===== src/rtl/pll_seq_pkg.sv =====
// Shared types for the PLL lock sequencer: state encoding and retry counter width.
package pll_seq_pkg;

  localparam int RETRY_W = 4;
  localparam int STATE_W = 3;

  typedef enum logic [STATE_W-1:0] {
    PLL_RST   = 3'd0,
    WAIT_LOCK = 3'd1,
    STABLE    = 3'd2,
    RUN       = 3'd3,
    FAULT     = 3'd4
  } pll_state_e;

  // States in which the PLL itself is held in reset.
  function automatic logic holds_pll_reset(input pll_state_e s);
    return (s == PLL_RST) || (s == FAULT);
  endfunction

endpackage


===== src/rtl/sync_2ff.sv =====
// Generic two-flop synchroniser with synchronous clear, for any input that is
// asynchronous to clk.
module sync_2ff #(
  parameter int WIDTH = 1
) (
  input  logic             clk,
  input  logic             clr,
  input  logic [WIDTH-1:0] d,
  output logic [WIDTH-1:0] q
);

  logic [WIDTH-1:0] meta_r;
  logic [WIDTH-1:0] sync_r;

  // Metastability chain: first flop may go metastable, second presents a settled value.
  always_ff @(posedge clk) begin
    if (clr) begin
      meta_r <= {WIDTH{1'b0}};
      sync_r <= {WIDTH{1'b0}};
    end else begin
      meta_r <= d;
      sync_r <= meta_r;
    end
  end

  assign q = sync_r;

endmodule


===== src/rtl/pll_lock_sequencer.sv =====
// Holds the PLL in reset, waits for a stable lock, then releases the system reset;
// re-sequences on loss of lock and retries on timeout until a retry budget runs out.
module pll_lock_sequencer
  import pll_seq_pkg::*;
#(
  parameter int RST_CYCLES    = 16,
  parameter int LOCK_TIMEOUT  = 65536,
  parameter int STABLE_CYCLES = 1024,
  parameter int MAX_RETRIES   = 3,
  parameter int CNT_W         = 17
) (
  input  logic               clk,
  input  logic               rst,
  input  logic               pll_locked,
  input  logic               retry_req,
  output logic               pll_reset,
  output logic               sys_rst,
  output logic               ready,
  output logic               fault,
  output logic               lock_lost,
  output logic [RETRY_W-1:0] retry_cnt,
  output logic [STATE_W-1:0] state_o
);

  localparam logic [CNT_W-1:0]   CNT_ZERO    = {CNT_W{1'b0}};
  localparam logic [CNT_W-1:0]   CNT_ONE     = {{(CNT_W-1){1'b0}}, 1'b1};
  localparam logic [CNT_W-1:0]   RST_LAST    = CNT_W'(RST_CYCLES - 1);
  localparam logic [CNT_W-1:0]   TIMEOUT_LAST = CNT_W'(LOCK_TIMEOUT - 1);
  localparam logic [CNT_W-1:0]   STABLE_LAST = CNT_W'(STABLE_CYCLES - 1);
  localparam logic [RETRY_W-1:0] RETRY_ZERO  = {RETRY_W{1'b0}};
  localparam logic [RETRY_W-1:0] RETRY_ONE   = {{(RETRY_W-1){1'b0}}, 1'b1};
  localparam logic [RETRY_W-1:0] RETRY_MAX   = RETRY_W'(MAX_RETRIES);

  pll_state_e         state_r;
  pll_state_e         state_nxt_s;
  logic [CNT_W-1:0]   cnt_r;
  logic [CNT_W-1:0]   cnt_nxt_s;
  logic [RETRY_W-1:0] retry_cnt_r;
  logic [RETRY_W-1:0] retry_nxt_s;
  logic               locked_s;

  logic pll_reset_r, sys_rst_r, ready_r, fault_r, lock_lost_r;
  logic pll_reset_nxt_s, sys_rst_nxt_s, ready_nxt_s, fault_nxt_s, lock_lost_nxt_s;

  sync_2ff #(.WIDTH(1)) u_lock_sync (
    .clk (clk),
    .clr (rst),
    .d   (pll_locked),
    .q   (locked_s)
  );

  // Next-state, shared counter and retry bookkeeping.
  always_comb begin
    state_nxt_s = state_r;
    cnt_nxt_s   = cnt_r;
    retry_nxt_s = retry_cnt_r;
    case (state_r)
      PLL_RST: begin
        if (cnt_r == RST_LAST) begin
          state_nxt_s = WAIT_LOCK;
          cnt_nxt_s   = CNT_ZERO;
        end else begin
          cnt_nxt_s = cnt_r + CNT_ONE;
        end
      end
      WAIT_LOCK: begin
        // Lock has priority over a coincident timeout.
        if (locked_s) begin
          state_nxt_s = STABLE;
          cnt_nxt_s   = CNT_ZERO;
        end else if (cnt_r == TIMEOUT_LAST) begin
          cnt_nxt_s = CNT_ZERO;
          if (retry_cnt_r >= RETRY_MAX) begin
            state_nxt_s = FAULT;
          end else begin
            state_nxt_s = PLL_RST;
            retry_nxt_s = retry_cnt_r + RETRY_ONE;
          end
        end else begin
          cnt_nxt_s = cnt_r + CNT_ONE;
        end
      end
      STABLE: begin
        if (!locked_s) begin
          state_nxt_s = WAIT_LOCK;
          cnt_nxt_s   = CNT_ZERO;
        end else if (cnt_r == STABLE_LAST) begin
          state_nxt_s = RUN;
          cnt_nxt_s   = CNT_ZERO;
          retry_nxt_s = RETRY_ZERO;
        end else begin
          cnt_nxt_s = cnt_r + CNT_ONE;
        end
      end
      RUN: begin
        if (!locked_s) begin
          state_nxt_s = PLL_RST;
          cnt_nxt_s   = CNT_ZERO;
        end else begin
          cnt_nxt_s = CNT_ZERO;
        end
      end
      FAULT: begin
        if (retry_req) begin
          state_nxt_s = PLL_RST;
          cnt_nxt_s   = CNT_ZERO;
          retry_nxt_s = RETRY_ZERO;
        end else begin
          cnt_nxt_s = CNT_ZERO;
        end
      end
      default: begin
        // Illegal encoding: restart the whole sequence from a safe state.
        state_nxt_s = PLL_RST;
        cnt_nxt_s   = CNT_ZERO;
        retry_nxt_s = RETRY_ZERO;
      end
    endcase
  end

  // Output decode from next-state so outputs switch on the same edge as the state.
  always_comb begin
    pll_reset_nxt_s = holds_pll_reset(state_nxt_s);
    sys_rst_nxt_s   = (state_nxt_s != RUN);
    ready_nxt_s     = (state_nxt_s == RUN);
    fault_nxt_s     = (state_nxt_s == FAULT);
    lock_lost_nxt_s = (state_r == RUN) && (state_nxt_s == PLL_RST);
  end

  // State, counter, retry count and registered outputs.
  always_ff @(posedge clk) begin
    if (rst) begin
      state_r     <= PLL_RST;
      cnt_r       <= CNT_ZERO;
      retry_cnt_r <= RETRY_ZERO;
      pll_reset_r <= 1'b1;
      sys_rst_r   <= 1'b1;
      ready_r     <= 1'b0;
      fault_r     <= 1'b0;
      lock_lost_r <= 1'b0;
    end else begin
      state_r     <= state_nxt_s;
      cnt_r       <= cnt_nxt_s;
      retry_cnt_r <= retry_nxt_s;
      pll_reset_r <= pll_reset_nxt_s;
      sys_rst_r   <= sys_rst_nxt_s;
      ready_r     <= ready_nxt_s;
      fault_r     <= fault_nxt_s;
      lock_lost_r <= lock_lost_nxt_s;
    end
  end

  assign pll_reset = pll_reset_r;
  assign sys_rst   = sys_rst_r;
  assign ready     = ready_r;
  assign fault     = fault_r;
  assign lock_lost = lock_lost_r;
  assign retry_cnt = retry_cnt_r;
  assign state_o   = state_r;

endmodule


===== config.mk =====
export PLATFORM = sky130hd
export DESIGN_NAME = pll_lock_sequencer
export DESIGN_NICKNAME = d
export VERILOG_FILES = /design/src/rtl/pll_seq_pkg.sv /design/src/rtl/sync_2ff.sv /design/src/rtl/pll_lock_sequencer.sv
export SDC_FILE = /design/constraint.sdc
export NUM_CORES = 1
export LEC_CHECK = 0
export BUFFER_PORTS_ARGS = -buffer_cell sky130_fd_sc_hd__buf_2
export CORE_ASPECT_RATIO = 0.75
export CORE_UTILIZATION = 50
export CTS_BUF_LIST = sky130_fd_sc_hd__clkbuf_16
export DETAILED_ROUTE_END_ITERATION = 7
export PLACE_DENSITY = 0.73
export SYNTH_ARGS = -nofsm -noshare
export SYNTH_HDL_FRONTEND = slang
export SYNTH_SLANG_ARGS = --single-unit
export TNS_END_PERCENT = 50

===== constraint.sdc =====
create_clock -name clk -period 2.5 [get_ports clk]
set_input_delay 0.25 -clock clk [delete_from_list [all_inputs] [get_ports clk]]
set_output_delay 0.25 -clock clk [all_outputs]
set_load 0.03 [all_outputs]

==> impl_results.md <==
- Status: finished clean
- Final hold viol count: 0
- Clk Tree Root Cell: clkbuf_16
- First-iteration detailed-routing DRC count: 67
- Post-synth EDFFs: 0
- Synth Instances: 162
- Core area: 2640 sq um
- Power per cell area: 630 nW/um^2
- Origin of the critical flop-to-flop path: cnt_r[0]$_SDFF_PP0_
- Most frequent cell after synthesis: dfxtp_1
- Maximum capacitance violations: 0
- Buffers on Ports: 15
- Measured slew at the worst slew-check pin: 0.482 ns
- Number of buffers inserted for hold repair after clock tree synthesis: 0
- Post-route non-filler standard cell count: 221
- Arrival time of the worst setup path: 2.56 ns
- Ys flop type: dfxtp_1
- DRT antenna net count: 0
- Count of nets after finishing: 193
- Min-delay worst type: primary input to flip-flop
- Warnings, synthesis: 0
- Pleak: 0.696 nW
- Largest net degree at the start of global routing: 17
- Worst setup timing slack at the placement stage: 0.0207 ns
- Compound-Gate Fraction of Synth Area: 0.0957
- Final WL: 3060 microns
- Parity-gate share of the synthesized area counting xor and xnor cells: 0.0806
- Placed wire-length estimate after detailed placement: 2050 microns
- Required time of the critical path: 2.66 ns
- Endpoints failing setup: 0
- Crit share post-route: 0.960
- Post-Place Cells: 211
- GRT Total Usage: 0.195
- Remaining design rule violation count: 0
- CP Capture Point: cnt_r[8]$_SDFF_PP0_
- Average via count per standard cell: 5.50
- Sequential cell area: 623 sq um
- Max frequency: 0.417 GHz
- Post-CTS clock slew at the launch and capture registers of the worst setup and hold paths: 0.05 ns
- Leading cell types by count after synthesis: 31 x dfxtp_1, 28 x nor2_1, 11 x nand2_1
- Share of synthesized registers carrying an async set or reset: 0
- Post-synth net total: 170
- Dominant combinational cell family by area after synthesis: simple AND/OR/NAND/NOR gates
- Proportion of netlist area held by the largest area contributor: 0.439
- Area contributors post-synth: dfxtp_1 44%, nor2_1 7.4%, xnor2_1 4.3%
- R2R Setup Slk: 0.10 ns
- Clock tree from TritonCTS: built
- Fraction of the core area covered by cells at the end of the flow: 0.656
- Final critical-path required period: 2.40 ns
- Worst-skew pair later-pin latency: 0.27 ns
- Total vias in the final route: 1216
- Final routed wire length divided by cell count: 13.8 microns
- Pre-antenna DRT Iters: 4
- Clock tree sinks: 31
- I/O pin cnt: 16
- Worst-path maximum fanout: 8
- Max IR drop VDD: 0.360 mV
- Post-Synthesis Cell Area: 1410 sq um
- H-tree lvl count: 2
- Clock Tree Buf Depth: 2
- Reg2Reg Capture Point: cnt_r[8]$_SDFF_PP0_
- First-pass GRT wire length: 4250 microns
- Die Outline Area: 3040 sq um
- Adder-cell area share of the yosys netlist: 0.0354
- Accumulated negative setup slack: 0 ns
- Setup CP Type: flip-flop to flip-flop
- Mean instance size in the synthesized netlist: 8.72 sq um
- Starting Density: 0.535
- Multiplexer area fraction after synthesis: 0
- Synthesis-stage register bit count: 31
- Final weighted congestion of routability-driven global placement: 0.899
- Number of cells on the worst reg-to-reg path: 12
- Final WS setup: 0.101 ns
- Sequential share of the synthesized area: 0.439
- Launch point of the worst path: cnt_r[0]$_SDFF_PP0_
- Overflow after GRT: 0
- Antenna violations before repair: 0
- Share of cells above drive strength 1: 0.216
- Y dimension of the die: 48.0 microns
- CP Capture Type: flip-flop
- CTS Buf Count: 5
- Vias in the first global route: 918
- Relative area change from synthesis to final layout: 22.8%
- Slew Viols, Final: 0
- Worst setup SP type: flip-flop
- Filler Cells Inserted: 222
- Area used by multi-input combinational logic: 759 sq um
- Clock Skews: 0.00156 ns
- Antenna diode count: 0
- Simple-gate area share of the yosys netlist: 0.314
- Yosys top cell by area: dfxtp_1
- Worst max-slew margin expressed relative to the limit: 0.678
- Placement row count: 16
- Number of distinct standard cells referenced by the synthesized netlist: 35
- Die X-Extent: 63.4 microns
==> final cells by class <==
cell class	instances	area share
Multi-Input combinational cell	120	0.438
Sequential cell	31	0.359
Timing Repair Buffer	21	0.0866
Clock buffer	5	0.0722
Tap cell	36	0.0260
Inverter	6	0.0130
Clock inverter	2	0.00505
==> worst max-delay path, stage by stage (launching register included) <==
cell       delay [ns]
dfxtp_2          0.34
ha_2             0.19
nand4_1          0.14
nor2_2           0.17
and3_4           0.21
nand3_1          0.11
inv_1            0.08
ha_2             0.18
nor2_1           0.06
and3_4           0.22
o311ai_4         0.32
clkbuf_16        0.22
nor2_1           0.04
==> report_power, final <==
group	switching (mW)	internal, mW	total, mW	leakage [nW]
Clock	0.197	0.356	0.553	0.0671
Sequential	0.00612	0.502	0.508	0.251
Combinational	0.0150	0.0165	0.0315	0.377
==> cells by family after synthesis <==
logic type,Yosys count
and+or+nand+nor,84
DFF,31
AOI/OAI and AO/OA,19
xor gates and xnor gates,13
buffers and inverters,11
adders and majority gates,4
==> routing by layer <==
layer  vias to the layer above  GRT usage  routed length [microns]
met5                         -          0                        0
met4                         0      0.123                       38
met3                         5     0.0667                      198
met2                        46      0.294                     1410
met1                       558      0.245                     1410
li1                        607          -                        -
==> cell usage in the layout (no fill, tap or decap), drive strengths merged <==
cell | netlist | final
a31oi | 1 | 1
or4b | 1 | 1
clkinv | 0 | 2
buf | 2 | 20
a21oi | 9 | 9
o31a | 1 | 1
or3 | 3 | 3
nor2 | 28 | 28
nand4 | 5 | 5
or4 | 3 | 3
nand2b | 4 | 4
o21ai | 2 | 2
o211ai | 1 | 1
nor3b | 3 | 3
xor2 | 6 | 6
clkbuf | 3 | 6
nor3 | 6 | 6
o21bai | 1 | 1
nand2 | 11 | 11
o311ai | 1 | 1
o31ai | 2 | 2
and3b | 1 | 1
dfxtp | 31 | 31
xnor2 | 7 | 7
nor4 | 1 | 1
ha | 4 | 4
or2 | 2 | 2
nand3 | 5 | 5
a311oi | 1 | 1
inv | 6 | 6
and3 | 7 | 7
nor2b | 3 | 3
nand4b | 1 | 1
==> per-stage QoR <==
| stage | hold WS [ns] | instance area [sq um] | total power [mW] |
|---|---|---|---|
| finish | 0.186 | 1730 | 1.09 |
| global route | 0.202 | 1730 | 1.13 |
| floorplan | 0.378 | 1410 | 0.532 |
| global placement | 0.417 | 1540 | 0.540 |
| CTS | 0.186 | 1670 | 1.09 |
| detailed placement | 0.453 | 1540 | 0.542 |
==> sequential cells by signal, indices dropped and copies added, names as in the netlist <==
name and count:
fault 1, sys_rst 1, retry_cnt 4, cnt_r 17
state_o 3, u_lock_sync.q 1, u_lock_sync.meta_r 1, ready 1
lock_lost 1, pll_reset 1
==> what timing repair did <==
item / 4_1_cts / 5_1_grt
setup buffers: 0 / 2
setup endpoints to repair: 0 / 20
endpoints found under the hold margin: 0 / 0
gates resized for setup: 0 / 7
==> worst min path at each step <==
stage	startpoint	endpoint	slack [ns]	cells past startpoint
3_3_place_gp	u_lock_sync.meta_r$_SDFF_PP0_	u_lock_sync.q$_SDFF_PP0_	0.42	1
2_1_floorplan	pll_locked	u_lock_sync.meta_r$_SDFF_PP0_	0.38	1
5_1_grt	pll_locked	u_lock_sync.meta_r$_SDFF_PP0_	0.20	2
3_5_place_dp	cnt_r[0]$_SDFF_PP0_	cnt_r[0]$_SDFF_PP0_	0.45	1
6_report	pll_locked	u_lock_sync.meta_r$_SDFF_PP0_	0.19	2
4_1_cts	pll_locked	u_lock_sync.meta_r$_SDFF_PP0_	0.19	2
Note: power is estimated with default switching activity, not from simulation.
